### src/rtl/serial_frame_arbiter.sv
// Round-robin arbiter that shares one serial bit line among NREQ requesters.
// Each winner's FRAME_LEN-bit payload is shifted out LSB first, one bit per clk.
module serial_frame_arbiter #(
   parameter int NREQ      = 4,
   parameter int FRAME_LEN = 8
) (
   input  logic                      clk,
   input  logic                      rst,
   input  logic [NREQ-1:0]           req,
   input  logic [NREQ*FRAME_LEN-1:0] data,
   output logic [NREQ-1:0]           grant,
   output logic [NREQ-1:0]           done,
   output logic                      busy,
   output logic                      d_out
);

   localparam int CNT_W = $clog2(FRAME_LEN);
   localparam int PTR_W = $clog2(NREQ);
   localparam logic [CNT_W-1:0] LAST_BIT = CNT_W'(FRAME_LEN - 1);
   localparam logic [PTR_W-1:0] PTR_RST  = PTR_W'(NREQ - 1);

   typedef enum logic {IDLE, SHIFT} state_t;

   state_t                 state, state_n;
   logic [CNT_W-1:0]       cnt, cnt_n;
   logic [FRAME_LEN-1:0]   shreg, shreg_n;
   logic [PTR_W-1:0]       last, last_n;
   logic [NREQ-1:0]        owner, owner_n;
   logic [NREQ-1:0]        grant_n, done_n;
   logic                   busy_n, d_n;

   logic                   win_vld;
   logic [PTR_W-1:0]       win;
   logic [NREQ-1:0]        win_oh;
   logic [FRAME_LEN-1:0]   win_data;

   // Walk from the largest offset down so the requester closest after 'last' wins.
   always_comb begin
      win_vld = 1'b0;
      win     = last;
      for (int i = NREQ; i >= 1; i--) begin
         if (req[(int'(last) + i) % NREQ]) begin
            win_vld = 1'b1;
            win     = PTR_W'((int'(last) + i) % NREQ);
         end
      end
      win_oh   = NREQ'(1) << win;
      win_data = data[int'(win)*FRAME_LEN +: FRAME_LEN];
   end

   always_comb begin
      state_n = state;
      cnt_n   = cnt;
      shreg_n = shreg;
      last_n  = last;
      owner_n = owner;
      grant_n = '0;
      done_n  = '0;
      busy_n  = busy;
      d_n     = d_out;
      case (state)
         IDLE: begin
            busy_n = 1'b0;
            d_n    = 1'b0;
            if (win_vld) begin
               shreg_n = win_data;
               last_n  = win;
               owner_n = win_oh;
               grant_n = win_oh;
               cnt_n   = '0;
               busy_n  = 1'b1;
               d_n     = win_data[0];
               state_n = SHIFT;
            end
         end
         SHIFT: begin
            if (cnt == LAST_BIT) begin
               state_n = IDLE;
               cnt_n   = '0;
               busy_n  = 1'b0;
               d_n     = 1'b0;
            end else begin
               // shreg[0] is the bit currently on the line; the next one moves in.
               shreg_n = shreg >> 1;
               cnt_n   = cnt + CNT_W'(1);
               d_n     = shreg[1];
               if (cnt_n == LAST_BIT) done_n = owner;
            end
         end
         default: state_n = IDLE;
      endcase
   end

   always_ff @(posedge clk or posedge rst) begin
      if (rst) begin
         state <= IDLE;
         cnt   <= '0;
         shreg <= '0;
         last  <= PTR_RST;
         owner <= '0;
         grant <= '0;
         done  <= '0;
         busy  <= 1'b0;
         d_out <= 1'b0;
      end else begin
         state <= state_n;
         cnt   <= cnt_n;
         shreg <= shreg_n;
         last  <= last_n;
         owner <= owner_n;
         grant <= grant_n;
         done  <= done_n;
         busy  <= busy_n;
         d_out <= d_n;
      end
   end

endmodule

### config.mk
export PLATFORM = sky130hd
export DESIGN_NAME = serial_frame_arbiter
export DESIGN_NICKNAME = d
export VERILOG_FILES = /design/src/rtl/serial_frame_arbiter.sv
export SDC_FILE = /design/constraint.sdc
export NUM_CORES = 1
export LEC_CHECK = 0
export CAP_MARGIN = 20
export CORE_MARGIN = 2
export CORE_UTILIZATION = 42
export CTS_CLUSTER_SIZE = 25
export DETAILED_ROUTE_END_ITERATION = 12
export PLACE_DENSITY = 0.76
export SETUP_SLACK_MARGIN = 0.5
export SLEW_MARGIN = 5
export SYNTH_ARGS = -nofsm -noshare
export SYNTH_HDL_FRONTEND = slang
export SYNTH_SLANG_ARGS = --single-unit
### constraint.sdc
create_clock -name clk -period 1.72 [get_ports clk]
set_input_delay 0.43 -clock clk [delete_from_list [all_inputs] [get_ports clk]]
set_output_delay 0.43 -clock clk [all_outputs]
set_load 0.01 [all_outputs]
==> out/qor.csv <==
metric,value,unit
synth_xor_xnor_area_share,0,%
synthToLayoutAreaGrowth,66.72,%
failing_checks,negative setup slack,
clock-sinks,27,
clkTransAtPathRegs,0.09,ns
cts-buffers-inserted,3,
globalRouteOverflowTotal,0,
total_negative_slack_for_setup_checks,-0.08055,ns
timing.hold.worst.class,reg -> reg,
worst_setup_sp_type,flop,
synth_top_family_by_area,compound AO/OA/AOI/OAI gates,
grt_usage,21.71,%
initialDrtViolationCount,79,
ir_drop,572.3,uV
placed_area,2318,sq um
critical_path.reg2reg.startpoint,last[1],
layout_setup_ws,-0.03222,ns
post-route-drc-count,0,
p_total,0.003791,W
clk_latency_worst_skew_pair,0.27,ns
post-route-min-period,1.752,ns
synthDistinctLibCells,41,
die_h,65.17,microns
yosys_most_used_dff,sky130_fd_sc_hd__dfrtp_1,
ys.warnings.count,0,
pwr_density_cell,1447,nW/um^2
final-hold-violation-count,0,
post-synth-top-area-fraction,39.81,%
rsz_0062_raised_after_global_routing,true,
timing.max_cap.violations,0,
fp.dieW,65.17,microns
floorplan.initialDensity,43.25,%
compound_gate_portion_of_the_synthesized_area,23.41,%
clock.fmax,570.7,MHz
dp_hpwl,3.081,mm
drt_first_pass_iters,5,
routed_via_density,5.360,
grt_first_pass_wirelength,7.113,mm
main_area_contributors_after_synthesis,"sky130_fd_sc_hd__dfrtp_1 40%, sky130_fd_sc_hd__mux2i_1 7.0%, sky130_fd_sc_hd__a21boi_0 5.7%",
synth_area_leader_cell,sky130_fd_sc_hd__dfrtp_1,
finalNetCount,280,
post-route-period-util,101.9,%
layout_common_cells,"33 x sky130_fd_sc_hd__clkdlybuf4s50_1, 25 x sky130_fd_sc_hd__dfrtp_1, 22 x sky130_fd_sc_hd__buf_4",
cts-htree-levels,1,
ctsLongestPathBuffers,2,
layout.cell_area.non_filler,2620,sq um
synth_simple_gate_area_share,17.60,%
core_region_area,3633,sq um
tightest_slew,0.5051,ns
grt_max_degree,28,
postSynthCellCount,161,
ys_async_sr_fraction,100.0,%
power.static_leakage,1.178,nW
worst_setup_path_end_kind,flop,
routed-via-count,1533,
setup_viol,4,
clockRootBuffer,sky130_fd_sc_hd__clkbuf_8,
antenna-diode-count,0,
commonest_non_fill_non_tap_cell_in_the_layout,sky130_fd_sc_hd__clkdlybuf4s50_1,
final-max-slew-violation-count,0,
run_status,finished with violations,
tritoncts,done,
timing.max_slew.rel_slack,66.32,%
route.final.wire_length,4.569,mm
grt_antenna_before_repair,0,
type_of_the_setup_path_with_the_least_slack,reg -> reg,
synth.area.mux_share,7.723,%
ys_ff_latch,27,
io_pins,48,
cts.hold.buffers_added,0,
synth-adder-area-share,2.389,%
syn-num-nets,202,
wire_per_inst,15.98,microns
design.die.area,4247,sq um
count_of_flip_flops_with_a_built_in_enable_after_synthesis,0,
gp_congestion,0.8268,
ys_seq_area_share,43.15,%
syn-mean-instance-area,9.761,sq um
antenna_violating_nets_post_route,0,
cp_data_required_time,1.87,ns
worst_hold_startpoint,owner[1],
crit_fanout,6,
first_global_vias,1566,
fin_skew,0.003354,ns
post_synthesis_instance_area,1572,sq um
placementRows,22,
cp-startpoint,last[1],
critical_path_arrival,1.90,ns
numPortBuffers,47,
layout-drive-gt1-share,42.44,%
-- final timing paths --
kind / cells after the start / slack, ns / endpoint
worst max-delay path: 7 / -0.03 / shreg[4]
worst min-delay path: 1 / 0.48 / owner[1]
worst max register to register: 7 / -0.03 / shreg[4]
worst min register to register: 1 / 0.48 / owner[1]
max in group asynchronous: 3 / 0.90 / last[0]
min in group asynchronous: 3 / 0.51 / owner[1]
-- stage by stage --
step           std cells  utilization [%]  setup slack (ns)  hold slack (ns)
4_1_cts              284            69.52           0.01232           0.4851
3_3_place_gp         267            63.81           -0.4272           0.4531
5_1_grt              286            72.11           -0.1088           0.5126
3_5_place_dp         267            63.81           -0.5162           0.4632
2_1_floorplan        161                -           0.06605           0.4409
6_report             286            72.11          -0.03222           0.4802
-- area by class of cell --
type	count	area, sq um
clock buffers	4	45.04
repair buffers	80	738.2
well taps	48	60.06
fillers	281	1013
inverters	12	45.04
flip-flops and latches	27	678.2
multi-input cells	115	1054
-- Yosys cell counts, drive strengths merged, types with 3 or more instances --
master   n
nor3b    3
nand2b   3
o31ai    6
a21o     5
inv     12
buf      6
a21oi    7
and2     4
mux2i   11
nor2     9
dfrtp   25
a21boi  12
o21ai    3
nand2   21
o211ai   6
nor2b    6
ha       3
-- kinds of logic (layout without fill, tap and decap cells) --
logic type | after synthesis | in the layout
simple gates | 52 | 52
fa+ha+maj | 3 | 3
mux | 12 | 12
compound gates | 48 | 48
flops | 27 | 27
buf+inv | 19 | 96
-- flip-flops by register name (all words and copies together), names as in the netlist --
signal / flops
shreg: 7
done: 4
grant: 4
owner: 4
cnt: 3
last: 2
busy: 1
d_out: 1
state: 1
-- layer usage --
metal  vias up  GRT usage [%]  share of wire, %
li1        725              -                 -
met1       733          25.47                38
met2        68          40.56                53
met3         7          2.911               6.9
met4         0          7.031               1.4
met5         -              0                 0
-- timing repair --
| action | CTS | global route |
|---|---|---|
| setup buffers | 12 | 2 |
| pin swaps | 18 | 14 |
| cloned | 1 | 0 |
| endpoints found under the setup margin | 37 | 34 |
| gates resized for setup | 95 | 20 |
-- worst max-delay path, cell delays in order, from the launching register on --
cell and delay, ns:
sky130_fd_sc_hd__dfstp_2 0.61, sky130_fd_sc_hd__buf_12 0.13, sky130_fd_sc_hd__mux2i_2 0.07, sky130_fd_sc_hd__a32oi_2 0.20
sky130_fd_sc_hd__buf_6 0.17, sky130_fd_sc_hd__a21boi_2 0.06, sky130_fd_sc_hd__o31ai_2 0.26, sky130_fd_sc_hd__o211ai_1 0.13
-- report_power, final --
part,internal (W),switching (W)
registers,0.000877,0.000176
logic,0.00127,0.00110
clock network,0.000166,0.000199
(Power assumes the default switching activity.)
